--- config.mk ---
export PLATFORM = sky130hd
export DESIGN_NAME = posit8_decode_frontend
export DESIGN_NICKNAME = d
export VERILOG_FILES = /design/src/rtl/posit8_decode_frontend.sv
export SDC_FILE = /design/constraint.sdc
export NUM_CORES = 1
export LEC_CHECK = 0
export ABC_AREA = 1
export CORE_MARGIN = 1.5
export CORE_UTILIZATION = 45
export DETAILED_ROUTE_END_ITERATION = 6
export PLACE_DENSITY = 0.72
export SETUP_SLACK_MARGIN = 0.15
export SLEW_MARGIN = 0
export SYNTH_ARGS = -nofsm -noshare
export SYNTH_HDL_FRONTEND = slang
export SYNTH_SLANG_ARGS = --single-unit
--- constraint.sdc ---
create_clock -name clk -period 3.27 [get_ports clk]
set_input_delay 0.654 -clock clk [delete_from_list [all_inputs] [get_ports clk]]
set_output_delay 0.654 -clock clk [all_outputs]
set_load 0.02 [all_outputs]
--- src/rtl/posit8_decode_frontend.sv ---
// posit8_decode_frontend: two-stage valid/ready decode front end for 8-bit
// posits (es=0). Stage 1 captures sign, zero/NaR flags and the two's-complement
// magnitude; stage 2 (output registers) adds the signed regime value.
// Optional build macro: POSIT8_DECODE_NAR_COUNT_EN adds nar_count, a
// saturating count of NaR operands accepted at the input.

module posit8_decode_frontend (
    input  logic       clk,
    input  logic       rst,
    input  logic       in_valid,
    output logic       in_ready,
    input  logic [7:0] in_posit,
    output logic       out_valid,
    input  logic       out_ready,
    output logic [7:0] out_abs,
    output logic       out_sign,
    output logic [3:0] out_regime,
    output logic       out_zero,
    output logic       out_nar
`ifdef POSIT8_DECODE_NAR_COUNT_EN
    ,
    output logic [7:0] nar_count
`endif
);

    localparam int unsigned W = 8;
    localparam int unsigned RW = 4;
    localparam logic [W-1:0] POSIT_ZERO = 8'h00;
    localparam logic [W-1:0] POSIT_NAR = 8'h80;

    // Regime from a magnitude: run of bits equal to abs[6], capped at 7.
    function automatic logic [RW-1:0] regime_of(input logic [W-1:0] a);
        logic [2:0] k;
        logic       run;
        k   = 3'd0;
        run = 1'b1;
        for (int i = 6; i >= 0; i--) begin
            if (run && (a[i] == a[6])) begin
                k = k + 3'd1;
            end else begin
                run = 1'b0;
            end
        end
        regime_of = a[6] ? (RW'(k) - 4'd1) : (4'd0 - RW'(k));
    endfunction

    logic           s1_valid_q, s1_valid_d;
    logic           s1_sign_q, s1_sign_d;
    logic           s1_zero_q, s1_zero_d;
    logic           s1_nar_q, s1_nar_d;
    logic [W-1:0]   s1_abs_q, s1_abs_d;
    logic           out_valid_q, out_valid_d;
    logic [W-1:0]   out_abs_q, out_abs_d;
    logic           out_sign_q, out_sign_d;
    logic [RW-1:0]  out_regime_q, out_regime_d;
    logic           out_zero_q, out_zero_d;
    logic           out_nar_q, out_nar_d;
    logic           s1_load_c;
    logic           s2_load_c;
    logic           special_c;
`ifdef POSIT8_DECODE_NAR_COUNT_EN
    logic [W-1:0]   nar_count_q, nar_count_d;
`endif

    // Handshake control and next-state for both stages.
    always_comb begin
        s1_valid_d   = s1_valid_q;
        s1_sign_d    = s1_sign_q;
        s1_zero_d    = s1_zero_q;
        s1_nar_d     = s1_nar_q;
        s1_abs_d     = s1_abs_q;
        out_valid_d  = out_valid_q;
        out_abs_d    = out_abs_q;
        out_sign_d   = out_sign_q;
        out_regime_d = out_regime_q;
        out_zero_d   = out_zero_q;
        out_nar_d    = out_nar_q;
`ifdef POSIT8_DECODE_NAR_COUNT_EN
        nar_count_d  = nar_count_q;
`endif

        s2_load_c = s1_valid_q && (!out_valid_q || out_ready);
        s1_load_c = in_valid && (!s1_valid_q || s2_load_c);
        special_c = s1_zero_q || s1_nar_q;

        if (s1_load_c) begin
            s1_valid_d = 1'b1;
            s1_sign_d  = in_posit[7];
            s1_zero_d  = (in_posit == POSIT_ZERO);
            s1_nar_d   = (in_posit == POSIT_NAR);
            s1_abs_d   = in_posit[7] ? W'(~in_posit + 8'd1) : in_posit;
        end else if (s2_load_c) begin
            s1_valid_d = 1'b0;
        end

        if (s2_load_c) begin
            out_valid_d  = 1'b1;
            out_abs_d    = s1_abs_q;
            out_sign_d   = s1_sign_q && !special_c;
            out_regime_d = special_c ? 4'd0 : regime_of(s1_abs_q);
            out_zero_d   = s1_zero_q;
            out_nar_d    = s1_nar_q;
        end else if (out_ready) begin
            out_valid_d = 1'b0;
        end

`ifdef POSIT8_DECODE_NAR_COUNT_EN
        if (s1_load_c && (in_posit == POSIT_NAR) && (nar_count_q != 8'hFF)) begin
            nar_count_d = nar_count_q + 8'd1;
        end
`endif
    end

    // Pipeline state registers; reset discards any in-flight beats.
    always_ff @(posedge clk or posedge rst) begin
        if (rst) begin
            s1_valid_q   <= 1'b0;
            s1_sign_q    <= 1'b0;
            s1_zero_q    <= 1'b0;
            s1_nar_q     <= 1'b0;
            s1_abs_q     <= '0;
            out_valid_q  <= 1'b0;
            out_abs_q    <= '0;
            out_sign_q   <= 1'b0;
            out_regime_q <= '0;
            out_zero_q   <= 1'b0;
            out_nar_q    <= 1'b0;
`ifdef POSIT8_DECODE_NAR_COUNT_EN
            nar_count_q  <= '0;
`endif
        end else begin
            s1_valid_q   <= s1_valid_d;
            s1_sign_q    <= s1_sign_d;
            s1_zero_q    <= s1_zero_d;
            s1_nar_q     <= s1_nar_d;
            s1_abs_q     <= s1_abs_d;
            out_valid_q  <= out_valid_d;
            out_abs_q    <= out_abs_d;
            out_sign_q   <= out_sign_d;
            out_regime_q <= out_regime_d;
            out_zero_q   <= out_zero_d;
            out_nar_q    <= out_nar_d;
`ifdef POSIT8_DECODE_NAR_COUNT_EN
            nar_count_q  <= nar_count_d;
`endif
        end
    end

    // in_ready looks through to out_ready so a full pipe still streams.
    assign in_ready   = !s1_valid_q || s2_load_c;
    assign out_valid  = out_valid_q;
    assign out_abs    = out_abs_q;
    assign out_sign   = out_sign_q;
    assign out_regime = out_regime_q;
    assign out_zero   = out_zero_q;
    assign out_nar    = out_nar_q;
`ifdef POSIT8_DECODE_NAR_COUNT_EN
    assign nar_count  = nar_count_q;
`endif

endmodule

==> results.ini, run 1 <==
[outcome]
outcome = finished, final reports clean

[setup_path]
rrSetupSlack_ps = 1130
crit_arrival_ps = 1900
cpMostUsedCell = clkdlybuf4s50_1
critPathRequiredTime_ps = 2620
path_class = input port to primary output
r2r-end = out_regime[2]
endpoint_kind = primary output
cp_slowest_stage_delay_ps = 630
cp-startpoint = out_ready
slowest_stage = clkdlybuf4s50_1
reg2regPathDepth = 14
r2r_start = s1_abs_q[6]
path_max_fanout = 3
start_kind = input port
crit_chain = clkdlybuf4s50_1 -> inv_1 -> nand3_1 -> clkdlybuf4s50_1

[min_path]
hold-path-cell-count = 2
hold_path_end = out_sign
hold_path.startpoint = out_sign
hold_path.class = flop to flop

[global_routing]
grt_usage_pct = 17.68
grt_max_degree = 29
grt-ovfl-total = 0
grt_pass1_vias = 1059
antenna_found_initial = 0
grt_pass1_wl_um = 4664

[timing]
clock.fmax_mhz = 391.1
hold-worst-slack_ps = 494.8
rsz0062_at_grt = no
finalSetupViolations = 0
slew_violations = 0
fin_skew_ps = 9.206
finalSetupTns_ps = 0
worst_pin_slew_ps = 985.5
timing.final.ws_setup_ps = 712.9
finalCriticalPeriod_ps = 2557
fin_crit_sh_pct = 78.20
slew_headroom_pct = 34.23
hold_viol = 0

[detailed_routing]
drt-total-wl_um = 2717
dr_total_vias = 1174
wl_per_cell_um = 11.61
wl_met3_um = 104
drtAntennaViolNets = 0
drc = 0
dr.pass1.iters = 4
drtIter0Drc = 57
viasPerCell = 5.017
dr.max_layer_used = met4
drt-met1-wl_um = 1223
wl_met2_um = 1353

[finish]
final_area_mm2 = 0.001752
fin_nets = 217
diodes = 0
drive_gt1_share_pct = 6.965
area_growth_pct = 24.33
nFillCells = 277

[clock_network]
cts_made_buffers = 3
cts_max_level = 1
cts_sinks = 28
postCtsSetupBuffers = 0
cts_tree = yes
clk_latency_ps = 340
path_clk_slew_ps = 140
cts_hold_buf = 0
cts-root-buf = clkbuf_4
clk_path_buf_depth = 2
cts_resized = 0

[synth]
syn_area_per_cell_um2 = 8.144
synth_nets = 188
yosysSeqAreaShare_pct = 49.73
yosys.area.top_type_share_pct = 49.73
ys_ff_latch = 28
synth_flop_cell = dfrtp_1
synth_edf_count = 0
yosysMostFrequentCell = nand2_1
synth_area_leaders = dfrtp_1, nand2_1, o21ai_0, inv_1, xor2_1
syn_area_mm2 = 0.001409
postSynthCellCount = 173
synth_warnings = 0
yosysTopAreaCell = dfrtp_1
async_flop_share_pct = 100.0
ys_types = 23
synth_common_cells = nand2_1, dfrtp_1, o21ai_0, inv_1, nand3_1

[place]
routabilityCongestion = 0.8715
place_ws_ps = 716.0
placed_area_mm2 = 0.001699
port_buffers = 28
dp_hpwl_um = 2089

[floorplanning]
core_area_mm2 = 0.003003
die_area_mm2 = 0.003476
rows = 20
die_h_um = 58.96
ioPinCount = 29
start_util_pct = 46.92
die_width_um = 58.96

[pwr]
pwr-share-seq_pct = 41.8
p_leak_uw = 0.0008689
peakVddDrop_mv = 0.2186
finalPower_uw = 1142
power_density_mw_per_mm2 = 652.2
p_clk_share_pct = 19.8
p_comb_share_pct = 38.4
switchingPower_uw = 405.2
swShare_pct = 35.47
p_int_uw = 737.3

[flow_run]
maxCapViolCount = 0

-- layout by cell type, fill, tap and decap left out, drive strengths merged --
cell / netlist / final
bufinv: 0 / 1
clkbuf: 2 / 3
nand3: 9 / 9
o41ai: 1 / 1
nand2: 66 / 66
clkdlybuf4s50: 0 / 28
dfrtp: 28 / 28
ha: 3 / 3
nand3b: 1 / 1
o21ai: 22 / 22
o211ai: 1 / 1
nor2: 5 / 5
xnor2: 1 / 1
xor2: 6 / 6
o22ai: 1 / 1
buf: 3 / 1
nor3: 2 / 2
o32ai: 1 / 1
inv: 21 / 21
-- per-layer routing --
layer,vias up,track usage (%)
met2,28,30.32
met3,3,3.297
met5,-,0
li1,602,-
met4,0,6.818
met1,541,21.97
-- flip-flops by register name (all words and copies together), names as in the netlist --
name and count:
out_abs 8, s1_abs_q 8, out_regime 4, out_nar 1, out_sign 1, out_valid 1
out_zero 1, s1_nar_q 1, s1_sign_q 1, s1_valid_q 1, s1_zero_q 1
-- critical path, delay by kind of cell --
family,cells,cell delay (ps)
buffers and inverters,3,1140
AND/OR/NAND/NOR,1,120
-- kinds of logic (layout without fill, tap and decap cells) --
kind of cell               count (synthesis)  count (layout)  share of synthesized area [%]
adders and majority gates                  3               3                          2.665
and+or+nand+nor                           83              83                          24.42
DFF                                       28              28                          49.73
AOI/OAI and AO/OA                         26              26                          10.30
xor gates and xnor gates                   7               7                          4.352
buffers and inverters                     26              54                          8.525
-- through the flow --
step / cells / util [%]
after floorplan: 173 / -
after global placement: 230 / 56.58
after detailed placement: 230 / 56.58
after CTS: 234 / 58.33
after global routing: 234 / 58.33
final: 234 / 58.33
-- power groups by stage --
stage / clock (uW) / combinational [uW] / sequential [uW]
2_1_floorplan: 0 / 211 / 541
3_3_place_gp: 0 / 423 / 481
3_5_place_dp: 0 / 438 / 485
4_1_cts: 231 / 443 / 478
5_1_grt: 245 / 489 / 488
6_report: 226 / 439 / 478
-- cell type report --
class	instances	area, um2	share of cell area [%]
tap	33	41.29	2.357
timing repair buffer	29	287.8	16.43
inverter	21	81.33	4.643
clock inverter	1	30.03	1.714
clock buffer	3	22.52	1.286
multi-input combinational	119	588.1	33.57
sequential	28	700.7	40.00
-- how the worst max path moves through the flow --
stage,endpoint,slack (ps)
after floorplan,out_regime[2],1570
after global placement,in_ready,730
after detailed placement,in_ready,720
after CTS,in_ready,710
after global routing,in_ready,660
final,in_ready,710
No activity file was read; power rests on OpenSTA's default activity.
==> run 2, diff against run 1 <==
- PLACE_DENSITY: 0.72 -> 0.74
- clock period: 3.27 -> 2.35 ns (I/O delays scaled with it)
==> run 2 against run 1 <==
  * Clock skew decreased by 4.5 ps
  * Worst hold slack got worse by 5.8 ps
  * Highest routed layer unchanged
  * Power increased by 28%
  * Sequential cell count unchanged
  * Global-route usage decreased by 0.22 points
  * Final cell count unchanged
  * Clock power decreased by 17%
  * Via count increased by 0.26%
  * Combinational power increased by 37%
  * Critical path type is now flop to flop
==> results.ini, run 2 (synthesis results as in run 1) <==
[timing]
fin_skew_ps = 4.744  ; was 9.206 ps
slew_violations = 0  ; unchanged
rsz0062_at_grt = no  ; unchanged
worst_pin_slew_ps = 352.3  ; was 985.5 ps
finalSetupTns_ps = 0  ; unchanged
hold_viol = 0  ; unchanged
fin_crit_sh_pct = 82.60
slew_headroom_pct = 76.51  ; was 34.23%
clock.fmax_mhz = 515.1
finalSetupViolations = 0  ; unchanged
finalCriticalPeriod_ps = 1941

[floorplanning]
start_util_pct = 46.92  ; unchanged
die_width_um = 58.96  ; unchanged
die_area_mm2 = 0.003476  ; unchanged
rows = 20  ; unchanged
die_h_um = 58.96  ; unchanged
ioPinCount = 29  ; unchanged
core_area_mm2 = 0.003003  ; unchanged

[global_routing]
grt_usage_pct = 17.46  ; was 17.68%
grt_pass1_vias = 1156  ; was 1059
grt_max_degree = 29  ; unchanged
antenna_found_initial = 0  ; unchanged
grt_pass1_wl_um = 4692  ; was 4664 um
grt-ovfl-total = 0  ; unchanged

[setup_path]
start_kind = flop  ; was input port
rrSetupSlack_ps = 410  ; was 1130 ps
critPathRequiredTime_ps = 2560  ; was 2620 ps
path_class = flop to flop  ; was input port to primary output
endpoint_kind = flop  ; was primary output
path_max_fanout = 16  ; was 3
crit_arrival_ps = 2150  ; was 1900 ps

[detailed_routing]
viasPerCell = 5.030  ; was 5.017
wl_per_cell_um = 11.63  ; was 11.61 um
drc = 0  ; unchanged
dr_total_vias = 1177  ; was 1174
drtAntennaViolNets = 0  ; unchanged
drt-total-wl_um = 2722  ; was 2717 um
drtIter0Drc = 55  ; was 57
dr.pass1.iters = 5  ; was 4

[clock_network]
clk_latency_ps = 320  ; was 340 ps
postCtsSetupBuffers = 0  ; unchanged
cts_made_buffers = 3  ; unchanged
cts_sinks = 28  ; unchanged
clk_path_buf_depth = 2  ; unchanged
path_clk_slew_ps = 140  ; about the same
cts-root-buf = clkbuf_4  ; unchanged
cts_tree = yes  ; unchanged
cts_hold_buf = 0  ; unchanged
cts_max_level = 1  ; unchanged

[pwr]
switchingPower_uw = 544.2  ; was 405.2 uW
p_int_uw = 913.4  ; was 737.3 uW
p_comb_share_pct = 41.3  ; was 38.4%
p_leak_uw = 0.0008572  ; was 0.0008689 uW
p_clk_share_pct = 12.9  ; was 19.8%
pwr-share-seq_pct = 45.8  ; was 41.8%
peakVddDrop_mv = 0.2448  ; was 0.2186 mV
swShare_pct = 37.34  ; was 35.47%
power_density_mw_per_mm2 = 842.9  ; was 652.2 mW/mm2

[place]
port_buffers = 28  ; unchanged
dp_hpwl_um = 2141  ; was 2089 um
routabilityCongestion = 0.8614  ; was 0.8715

[finish]
final_common_cell = nand2_1  ; unchanged
final_util_pct = 57.58  ; was 58.33%
final_cell_mix = nand2_1, clkdlybuf4s50_1, dfrtp_1  ; unchanged
fin_nets = 218  ; was 217
area_growth_pct = 22.74  ; was 24.33%
diodes = 0  ; unchanged
drive_gt1_share_pct = 7.463  ; was 6.965%

[flow_run]
maxCapViolCount = 0  ; unchanged

[min_path]
hold_path.class = input port to async pin  ; was flop to flop

[outcome]
outcome = finished, final reports clean  ; unchanged

[run 2: per-stage QoR]
stage                     cell area (um2)  hold WS (ps)  worst slack, ps  power, uW  instances
after global placement               1707         462.5            176.0       1260        231
after global routing                 1729         537.6            212.3       1574        234
after floorplan                      1409         442.2            653.3       1047        173
after CTS                            1728         488.0            246.4       1477        234
final                                1729         489.0            408.8       1458        234
after detailed placement             1707         465.8            150.8       1289        231
[run 2: area by class of cell]
| class | count | area [um2] |
|---|---|---|
| Tap cell | 33 | 41.29 |
| Clock buffer | 3 | 22.52 |
| Sequential cell | 28 | 701.9 |
| Fill cell | 296 | 1274 |
| Timing Repair Buffer | 30 | 294.0 |
| Inverter | 21 | 81.33 |
| Multi-Input combinational cell | 119 | 588.1 |
[run 2: power groups by stage]
stage | Clock [uW] | Sequential, uW | Combinational [uW]
global placement | 0 | 670 | 590
global route | 209 | 684 | 680
CTS | 197 | 669 | 611
finish | 187 | 668 | 602
detailed placement | 0 | 679 | 611
floorplan | 0 | 753 | 294
[run 2: path summary, 6_finish.rpt]
path | from | endpoint | cells past startpoint
setup reg to reg | s1_abs_q[6] | out_regime[2] | 12
setup / recovery | s1_abs_q[6] | out_regime[2] | 12
hold reg to reg | out_abs[0] | out_abs[0] | 2
max in group asynchronous | rst | s1_abs_q[6] | 3
hold / removal | rst | out_abs[2] | 3
min in group clk | out_abs[0] | out_abs[0] | 2
[run 2: critical path, stage by stage (launching register included)]
cell     delay (ps)
dfrtp_2         550
inv_4           120
nand2_2          60
o21ai_2         150
nand2_1          70
nand2_1          80
nand2_2          60
nand2_2          60
inv_1            60
ha_1            180
o21ai_0         200
xor2_1          170
o21ai_0          90
[run 2: layer usage]
metal | global-route usage (%) | wire (um) | vias to the layer above
li1 | - | - | 600
met1 | 21.58 | 1268 | 551
met2 | 30.95 | 1337 | 24
met3 | 2.198 | 96 | 2
met4 | 6.494 | 19 | 0
met5 | 0 | 0 | -
[run 2: what timing repair did]
item                                    in CTS  in global routing
gates resized for setup                      1                  1
gates cloned                                 0                  0
endpoints found under the setup margin       1                  2
